--- src/rtl/mdu_issue_controller.sv ---
// Issues MDU-class instructions from EX to the multiply/divide unit and holds EX while an operation is in flight.
// Combinational issue/stall; registered mfhi/mflo response one cycle after accept; perf counters and sticky timeout.
module mdu_issue_controller #(
  parameter int MUL_CYCLES    = 5,
  parameter int DIV_CYCLES    = 10,
  parameter int TIMEOUT_SLACK = 2
) (
  input  logic        clock,
  input  logic        reset,
  input  logic        req_valid,
  input  logic [2:0]  req_op,
  input  logic [31:0] req_rs,
  input  logic [31:0] req_rt,
  input  logic        req_kill,
  output logic        stall,
  output logic        resp_valid,
  output logic [31:0] resp_data,
  output logic [31:0] mdu_operand1,
  output logic [31:0] mdu_operand2,
  output logic [2:0]  mdu_operation,
  output logic        mdu_start,
  input  logic        mdu_busy,
  input  logic [31:0] mdu_data_read,
  output logic [31:0] perf_mul_count,
  output logic [31:0] perf_div_count,
  output logic [31:0] perf_stall_cycles,
  output logic        err_timeout
);

  // Timeout fires on the cycle the wait counter would reach the limit.
  localparam logic [15:0] MUL_LAST = 16'(MUL_CYCLES + TIMEOUT_SLACK - 1);
  localparam logic [15:0] DIV_LAST = 16'(DIV_CYCLES + TIMEOUT_SLACK - 1);

  typedef enum logic [1:0] {IDLE, MUL_WAIT, DIV_WAIT} state_e;

  state_e      state_q, state_d;
  logic [15:0] wcnt_q, wcnt_d;
  logic        err_q, err_d;
  logic        resp_valid_q, resp_valid_d;
  logic [31:0] resp_data_q, resp_data_d;
  logic [31:0] mul_cnt_q, div_cnt_q, stall_cnt_q;
  logic        accept;
  logic        is_mul, is_div;

  assign stall  = req_valid & ~req_kill & ((state_q != IDLE) | mdu_busy);
  // Gating with reset keeps start low and the operation at READ_HI while the MDU is held in reset.
  assign accept = req_valid & ~req_kill & ~stall & reset;
  assign is_mul = accept & req_op[2] & ~req_op[1];
  assign is_div = accept & req_op[2] & req_op[1];

  // WRITE_HI/WRITE_LO must only reach the MDU in an accept cycle, so idle drives READ_HI.
  assign mdu_operation = accept ? req_op : 3'd0;
  assign mdu_start     = accept & req_op[2];
  assign mdu_operand1  = req_rs;
  assign mdu_operand2  = req_rt;

  always_comb begin
    state_d = state_q;
    wcnt_d  = wcnt_q;
    err_d   = err_q;
    case (state_q)
      IDLE: begin
        if (is_mul) begin
          state_d = MUL_WAIT;
          wcnt_d  = '0;
        end else if (is_div) begin
          state_d = DIV_WAIT;
          wcnt_d  = '0;
        end
      end
      MUL_WAIT, DIV_WAIT: begin
        if (!mdu_busy) begin
          state_d = IDLE;
        end else if (wcnt_q == ((state_q == DIV_WAIT) ? DIV_LAST : MUL_LAST)) begin
          err_d   = 1'b1;
          state_d = IDLE;
        end else begin
          wcnt_d = wcnt_q + 16'd1;
        end
      end
      default: state_d = IDLE;
    endcase
  end

  assign resp_valid_d = accept & ~req_op[2] & ~req_op[1];
  assign resp_data_d  = resp_valid_d ? mdu_data_read : resp_data_q;

  always_ff @(posedge clock) begin
    if (!reset) begin
      state_q      <= IDLE;
      wcnt_q       <= '0;
      err_q        <= 1'b0;
      resp_valid_q <= 1'b0;
      resp_data_q  <= '0;
      mul_cnt_q    <= '0;
      div_cnt_q    <= '0;
      stall_cnt_q  <= '0;
    end else begin
      state_q      <= state_d;
      wcnt_q       <= wcnt_d;
      err_q        <= err_d;
      resp_valid_q <= resp_valid_d;
      resp_data_q  <= resp_data_d;
      mul_cnt_q    <= mul_cnt_q + {31'd0, is_mul};
      div_cnt_q    <= div_cnt_q + {31'd0, is_div};
      stall_cnt_q  <= stall_cnt_q + {31'd0, stall};
    end
  end

  assign resp_valid        = resp_valid_q;
  assign resp_data         = resp_data_q;
  assign perf_mul_count    = mul_cnt_q;
  assign perf_div_count    = div_cnt_q;
  assign perf_stall_cycles = stall_cnt_q;
  assign err_timeout       = err_q;

endmodule

--- config.mk ---
export PLATFORM = sky130hd
export DESIGN_NAME = mdu_issue_controller
export DESIGN_NICKNAME = d
export VERILOG_FILES = /design/src/rtl/mdu_issue_controller.sv
export SDC_FILE = /design/constraint.sdc
export NUM_CORES = 1
export LEC_CHECK = 0
export BUFFER_PORTS_ARGS = -buffer_cell sky130_fd_sc_hd__buf_4
export CORE_UTILIZATION = 30
export DETAILED_ROUTE_END_ITERATION = 10
export GPL_ROUTABILITY_DRIVEN = 0
export PLACE_DENSITY = 0.58
export SYNTH_ARGS = -nofsm -noshare
export SYNTH_HDL_FRONTEND = slang
export SYNTH_SLANG_ARGS = --single-unit
--- constraint.sdc ---
create_clock -name clock -period 2.6 [get_ports clock]
set_input_delay 0.26 -clock clock [delete_from_list [all_inputs] [get_ports clock]]
set_output_delay 0.26 -clock clock [all_outputs]
set_load 0.005 [all_outputs]
Word level (Yosys, flattened, before mapping)
Index checks and enable logic that the tools add are counted.
- bits in registers: 148
- output and inout port bits: 199
- add/sub/neg operators: 4
- equal/unequal tests: 7
- muxes and demuxes: 12
- bitwise gates (word level): 14
- reduce and logical (&&, ||, !) cells: 7
- operators with widths (operator ; number):
    $add A32 B1 Y32 ; 3
    $mux W16 ; 4
    $pmux W16 S2 ; 1
    $add A16 B1 Y16 const B ; 1
    $eq A16 B4 Y1 ; 1
    $and A1 B1 Y1 ; 9
    $mux W2 ; 4
    $ne A3 B3 Y1 const B ; 2
    $mux W4 ; 1
    $ne A2 B2 Y1 const B ; 2
    $not A1 Y1 ; 4
    $pmux W2 S2 ; 1
    $reduce_and A4 Y1 ; 1
    $reduce_bool A2 Y1 ; 2
    $mux W3 ; 1
    $reduce_and A3 Y1 ; 1
    $eq A2 B1 Y1 const B ; 1
    $eq A2 B2 Y1 const B ; 1
    $logic_not A2 Y1 ; 1
    $reduce_and A2 Y1 ; 1
    $reduce_or A2 Y1 ; 1
    $or A1 B1 Y1 ; 1

Longest topological paths before layout
Gate-level depths: netlist of run 1.
- depth in word-level cells: 11
- depth in mapped cells: 13
- depth with buffers taken out: 12

Worst setup path after synthesis of run 1
No wires, ideal clock.
- kind: flip-flop to flip-flop
- start point: register state_q[0]
- end point: register mul_cnt_q[30], in the netlist perf_mul_count[30]
- setup time: 0.128 ns
- data arrival time: 2.385 ns
- data required time: 2.472 ns
- path slack: 0.088 ns
- stages on the path, launching flop included: 12
- period minus slack after synthesis: 2.512 ns
- path through: dfxtp_1 inv_1 ha_1 nand2b_1 nor3_1 and2_1 ha_1 nand4_1 or3_1 nor4_1 xnor2_1 nor2_1
- longest elaborated chain between the ends: 9
- RTL lines (what ; line ; RTL):
    start: declaration ; 36 ; state_e state_q, state_d;
    start signal: assignment ; 99 ; state_q <= state_d;
    $reduce_bool A2 Y1 ; 45 ; assign stall = req_valid & ~req_kill & ((state_q != IDLE) | mdu_busy);
    $or A1 B1 Y1 ; 45 ;
    $and A1 B1 Y1 ; 45 ;
    $not A1 Y1 ; 47 ; assign accept = req_valid & ~req_kill & ~stall & reset;
    $and A1 B1 Y1 (2 in a row) ; 47 ;
    $and A1 B1 Y1 (2 in a row) ; 48 ; assign is_mul = accept & req_op[2] & ~req_op[1];
    $add A32 B1 Y32 ; 104 ; mul_cnt_q <= mul_cnt_q + {31'd0, is_mul};
    end signal: assignment ; 104 ;
    end: declaration ; 41 ; logic [31:0] mul_cnt_q, div_cnt_q, stall_cnt_q;
Every way passes these cells.
A chain may end at the register's enable or synchronous reset.

Worst setup path in the final report of run 1
- start point: register state_q[0]
- end point: register stall_cnt_q[27], in the netlist perf_stall_cycles[27]
- longest elaborated chain between the ends: 4
- RTL lines (what ; line ; RTL):
    $reduce_bool A2 Y1 ; 45 ;
    $or A1 B1 Y1 ; 45 ;
    $and A1 B1 Y1 ; 45 ;
    $add A32 B1 Y32 ; 106 ; stall_cnt_q <= stall_cnt_q + {31'd0, stall};
    end signal: assignment ; 106 ;
    end: declaration ; 41 ;
Every way passes these cells.

==> metrics.cfg, run 1 <==
[logic_synthesis]
syn-num-nets = 956
synth-seq-area-share_pct = 42.1
synth_area_leader_cell = dfxtp_1
syn-cell-area_mm2 = 0.00704
synth_ff_type = dfxtp_1
yosysWarnings = 0
synth_mux_area_share_pct = 0
yosys.area_share.simple_pct = 28.1
synth_area_leaders = dfxtp_1 (42%), buf_4 (7.1%), nand2_1 (5.9%)
avgSynthCellArea_um2 = 8.36
synth.most_common_cell = dfxtp_1
synth-xor-area-share_pct = 8.71
synth_top_area_share_pct = 42.1
synth_cell_type_count = 54
synth_edf_count = 0
synthAdderAreaFrac_pct = 1.78
synth_top_family_by_area = simple AND/OR/NAND/NOR gates
synthArstFlopShare_pct = 0
synthCells = 842
synth_seq_cells = 148
synth_common_cells = dfxtp_1 (148), nand2_1 (111), nor2_1 (89)
synth-compound-area-share_pct = 9.70

[finish]
area_growth_syn_to_layout_pct = 29.6
fin_nets = 1088
final_cell_area_mm2 = 0.00913
instances_no_fill = 1300
final_util_pct = 39.9
multi_input_area_mm2 = 0.00350
layout-drive-gt1-share_pct = 27.4
antenna_cells = 0
final.fill_count = 2328
seqCellArea_mm2 = 0.00297

[pwr]
power_density_mw_per_mm2 = 559
ir_worst_vdd_uv = 336
total_leakage_power_nw = 3.59

[worst_setup_path]
cp_top_family = simple AND/OR/NAND/NOR gates
crit_required_ns = 2.95
critical_path_class = reg -> reg
end_kind = register
path_max_fanout = 4
cp_cell_sequence = inv_1 > ha_2 > nand2b_4 > buf_6 > and3b_2 > ha_4 > and4_1 > nand2_1 > or4_4 > or3_1 > a21oi_1
crit_slowest_cell = or4_4
reg2reg_from = state_q[0]
critPathBufInv = 2
startpoint = state_q[0]
start_kind = register
critPathMaxStageDelay_ns = 0.54
crit_arrival_ns = 2.83

[detailed_routing]
firstDrtPassIters = 4
drtAntennaViolNets = 0
drt-wirelength-per-cell_um = 14.0
drc_errors = 0
vias = 6106
routed_wl_um = 18100
via_per_inst = 4.70
dr.first_iter.drc_count = 272

[die]
core_mm2 = 0.0228
initial_utilization_pct = 30.8
die_area_mm2 = 0.0241
ios = 303
rows = 55
die_h_um = 155
die_x_um = 155

[placement]
io_buffers = 174
placed_cells = 1266
dpl.hpwl_um = 12900
place_area_mm2 = 0.00838
place_ws_ns = -0.0000426

[timing]
worst_slack_ns = 0.117
whs_ns = 0.0806
final.period_utilization_pct = 95.5
layout_min_cycle_time_ns = 2.48
max_freq_mhz = 403
finalSetupViolCount = 0
relSlewSlack_pct = 59.6
hold_viol = 0
tightest_slew_ns = 0.606
slew_viol_final = 0
skew_ns = 0.0132

[global_route]
grt_max_degree = 73
antenna_found_initial = 0
grt_overflow = 0
grt_pass1_vias = 5566
grt_pass1_wl_um = 28800
grt.total_usage_pct = 15.0

[hold_path]
hp-class = in -> reg
worstHoldStart = mdu_data_read[21]

[clocking]
clkLatencyLatePin_ns = 0.42
cts_root_buf = clkbuf_16
cts_inserted_buffers = 17
clk_pin_slew_ns = 0.07
cts_tree = built
clock_path_buffers = 2
cts_sinks = 148
h-tree-depth = 4

[job]
maxCapViolations = 0

[run_status]
status = completed

-- routing by layer --
layer / global-route usage (%) / wire, µm / vias to the layer above / share of wire (%)
met4: 5.23 / 219 / 0 / 1.2
met2: 23.2 / 8330 / 144 / 46
met1: 20.0 / 8770 / 2837 / 48
met5: 0 / 0 / - / 0
met3: 4.12 / 816 / 18 / 4.5
li1: - / - / 3107 / -
-- cell type report --
type                       count  area share (%)
multi-input combinational    583            38.4
sequential                   148            32.5
timing repair buffer         208            17.3
clock buffer                  21            4.94
tap                          313            4.29
clock inverter                11            1.91
inverter                      16           0.686
-- flip-flops by register name, indices dropped and copies added (netlist names) --
register,count
err_timeout,1
perf_mul_count,32
resp_data,32
perf_div_count,32
state_q,2
resp_valid,1
wcnt_q,16
perf_stall_cycles,32
-- kinds of logic (layout without fill, tap and decap cells) --
| kind of cell | after synthesis | in the layout |
|---|---|---|
| compound gates | 117 | 117 |
| fa+ha+maj | 10 | 10 |
| buf+inv | 111 | 256 |
| flops | 148 | 148 |
| simple gates | 386 | 386 |
| xor+xnor | 70 | 70 |
-- worst reg2reg max path, cell delays in order (launching register included) --
cell      delay (ns)
dfxtp_2         0.32
inv_1           0.05
ha_2            0.21
nand2b_4        0.09
buf_6           0.10
and3b_2         0.22
ha_4            0.16
and4_1          0.21
nand2_1         0.07
or4_4           0.54
or3_1           0.32
a21oi_1         0.14
-- report_power, final --
part / internal [W] / switching [W]
Combinational: 0.0000769 / 0.0000894
Clock: 0.00164 / 0.00101
Sequential: 0.00227 / 0.00000407
-- what timing repair did --
| action | in CTS | in global routing |
|---|---|---|
| pin swaps | 0 | 6 |
| hold buffers | 0 | 0 |
| resized for setup | 2 | 22 |
| buffers inserted | 0 | 2 |
| setup endpoints to repair | 1 | 28 |
-- worst paths after layout --
kind	endpoint	slack, ns	depth (start not counted)
setup reg to reg	perf_stall_cycles[27]	0.12	11
hold / removal	resp_data[21]	0.08	3
setup / recovery	perf_stall_cycles[27]	0.12	11
hold reg to reg	resp_data[9]	0.46	2
-- cell usage in the layout, fill, tap and decap left out, types with 3 or more instances in the layout --
cell type	count
nor3_1	18
nor4_4	5
xor2_1	31
inv_6	3
nand2_1	111
and2_1	15
nand3_1	37
nor3_2	3
bufinv_16	4
ha_1	8
nand3b_1	3
and3_1	13
nor2_1	89
nor4_1	6
or4_1	4
nand4_1	24
o21a_1	4
a21oi_1	59
clkbuf_1	3
or3_1	19
nor4_2	3
buf_4	206
o21ai_0	23
a21o_1	4
dfxtp_1	146
a31oi_1	4
and4_1	13
o21ai_1	4
or4_4	3
clkbuf_16	17
xnor2_1	39
clkinvlp_4	3
nand4b_1	4
o211a_1	3
inv_1	15
-- metrics by stage --
step | TNS [ns] | total power (W)
floorplan | 0 | 0.00247
global placement | 0 | 0.00249
detailed placement | -0.0000426 | 0.00249
CTS | 0 | 0.00518
global route | -0.0287 | 0.00529
finish | 0 | 0.00510
Power figures use the tool's default switching activity.
==> run 2, diff against run 1 <==
CORE_MARGIN = 4   (was not set)
==> run 2 against run 1 <==
  * Clock skew is 0.00084 ns lower
  * Register-to-register slack worse by 0.02 ns
  * Cell count is 0.23% lower
  * Via count is 0.51% higher
  * Critical endpoint is now perf_stall_cycles[25]
  * Clock-buffer cell count is 3 lower
  * Critical path type unchanged
  * Worst hold slack better by 0.0061 ns
  * Utilization is 0.13 points higher
  * Highest routed layer unchanged
  * Setup slack worse by 0.024 ns
  * Largest power group unchanged
  * First-iteration DRC count is 8.5% higher
  * Flip-flop and latch count stayed put
==> metrics.cfg, run 2 (synthesized netlist as in run 1, its figures left out) <==
[finish]
layout-drive-gt1-share_pct = 28.6
final.fill_count = 2374
layout_common_cells = buf_4 (202), dfxtp_1 (146), nand2_1 (110)
mostFrequentLayoutCell = buf_4
antenna_cells = 0
fin_nets = 1085
final_util_pct = 40.1
area_growth_syn_to_layout_pct = 30.1

[timing]
max_freq_mhz = 399
final.period_utilization_pct = 96.4
skew_ns = 0.0123
relSlewSlack_pct = 59.8
rsz0062_at_grt = true
tightest_slew_ns = 0.602
finalSetupTns_ns = 0
finalSetupViolCount = 0
layout_min_cycle_time_ns = 2.51
hold_viol = 0
slew_viol_final = 0

[die]
core_mm2 = 0.0228
die_x_um = 161
rows = 55
ios = 303
initial_utilization_pct = 30.8
die_area_mm2 = 0.0260
die_h_um = 161

[pwr]
clkPwrFrac_pct = 51.9
internal-power_w = 0.00392
pwr-share-seq_pct = 45.0
p_switching_w = 0.00115
total_leakage_power_nw = 3.59
ir_worst_vdd_uv = 357
power_switching_share_pct = 22.7
finalPower_w = 0.00507
pwr-share-comb_pct = 3.2
power_density_mw_per_mm2 = 553

[detailed_routing]
routed_wl_um = 18300
dr.first_iter.drc_count = 295
drc_errors = 0
drtAntennaViolNets = 0
vias = 6137
drt-wirelength-per-cell_um = 14.1
firstDrtPassIters = 6
via_per_inst = 4.73

[placement]
io_buffers = 174
dpl.hpwl_um = 13200

[worst_setup_path]
rr_endpoint = perf_stall_cycles[25]
crit_required_ns = 2.95
critPathMaxStageDelay_ns = 0.54
path_max_fanout = 5
crit_arrival_ns = 2.85
end_kind = register
cp.depth = 11
crit_slowest_cell = or4_4
critPathBufInv = 2
start_kind = register
r2r_setup_slack_ns = 0.09
critical_path_class = reg -> reg
rr_worst_depth = 11
reg2reg_from = state_q[1]
cp_cell_sequence = inv_1 > ha_2 > nand2b_4 > buf_6 > and3b_2 > ha_4 > and4_4 > nand2_2 > or4_4 > or3_4 > a21oi_1
startpoint = state_q[1]
cp_top_family = simple AND/OR/NAND/NOR gates

[hold_path]
min_path_cells = 3
hold-path-endpoint = resp_data[28]
hp-class = in -> reg
worstHoldStart = mdu_data_read[28]

[clocking]
cts_tree = built
clk_pin_slew_ns = 0.07
h-tree-depth = 4
cts_inserted_buffers = 17
clkLatencyLatePin_ns = 0.42
cts_root_buf = clkbuf_16
cts_sinks = 148
clock_path_buffers = 2

[job]
maxCapViolations = 0

[global_route]
grt_overflow = 0
grt.total_usage_pct = 13.7
antenna_found_initial = 0
grt_pass1_vias = 5737
grt_max_degree = 80
grt_pass1_wl_um = 29500

[run_status]
status = completed

## run 2: cell types whose count changed in the layout (fill, tap and decap cells not counted), moves of 2 or more
cell      before  now
clkbuf_1       3    0
a21oi_2        0    2
inv_6          3    5
or3_4          1    4
or3_1         19   16
and3_1        13   10
inv_8          0    2
clkinv_4       0    2
a21oi_1       59   57
buf_4        206  202
and3_4         0    2
## run 2: timing repair
item / in CTS / in global routing
gates resized for setup: 8 / 28
hold buffers: 0 / 0
pin swaps: 0 / 6
buffers inserted: 0 / 1
endpoints found under the setup margin: 10 / 41
## run 2: power by group through the flow
stage	Combinational [W]	Sequential, W	Clock (W)
after floorplan	0.000143	0.00233	0
after global placement	0.000156	0.00233	0
after detailed placement	0.000156	0.00233	0
after CTS	0.000156	0.00228	0.00271
after global routing	0.000176	0.00228	0.00282
final	0.000160	0.00228	0.00263
## run 2: worst reg2reg max path, delay by kind of cell, from the launching register on
| kind | cells | cell delay [ns] |
|---|---|---|
| AND/OR/NAND/NOR | 6 | 1.45 |
| adder cells (fa/ha/maj) | 2 | 0.36 |
| flip-flops | 1 | 0.34 |
| buffers and inverters | 2 | 0.16 |
| AO/OA/AOI/OAI | 1 | 0.13 |
## run 2: how the worst max path moves through the flow
stage | end
after floorplan | perf_mul_count[30]
after global placement | perf_mul_count[28]
after detailed placement | perf_mul_count[28]
after CTS | perf_mul_count[28]
after global routing | perf_mul_count[26]
final | perf_stall_cycles[25]
## run 2: layer usage
metal | wire length, µm | share of wire (%) | global-route usage (%) | vias to the layer above
met2 | 8950 | 49 | 22.5 | 139
met1 | 8350 | 46 | 17.6 | 2884
met3 | 865 | 4.7 | 4.36 | 13
met5 | 0 | 0 | 0 | -
li1 | - | - | - | 3101
met4 | 135 | 0.74 | 3.72 | 0
## run 2: final cells by class
cell class | count | area [µm²] | area share [%]
Multi-Input combinational cell | 583 | 3540 | 38.7
Sequential cell | 148 | 2970 | 32.4
Timing Repair Buffer | 205 | 1570 | 17.1
Clock buffer | 18 | 439 | 4.80
Tap cell | 313 | 392 | 4.28
Clock inverter | 14 | 189 | 2.06
Inverter | 16 | 62.6 | 0.683
## run 2: per-stage QoR
stage	instance area, µm²	hold slack [ns]	setup slack, ns	instances
2_1_floorplan	7040	0.396	0.0878	842
3_3_place_gp	8370	0.443	0.0328	1264
3_5_place_dp	8370	0.447	-0.0947	1264
4_1_cts	9040	0.0600	0.0121	1296
5_1_grt	9160	0.0559	-0.0153	1297
6_report	9160	0.0866	0.0937	1297
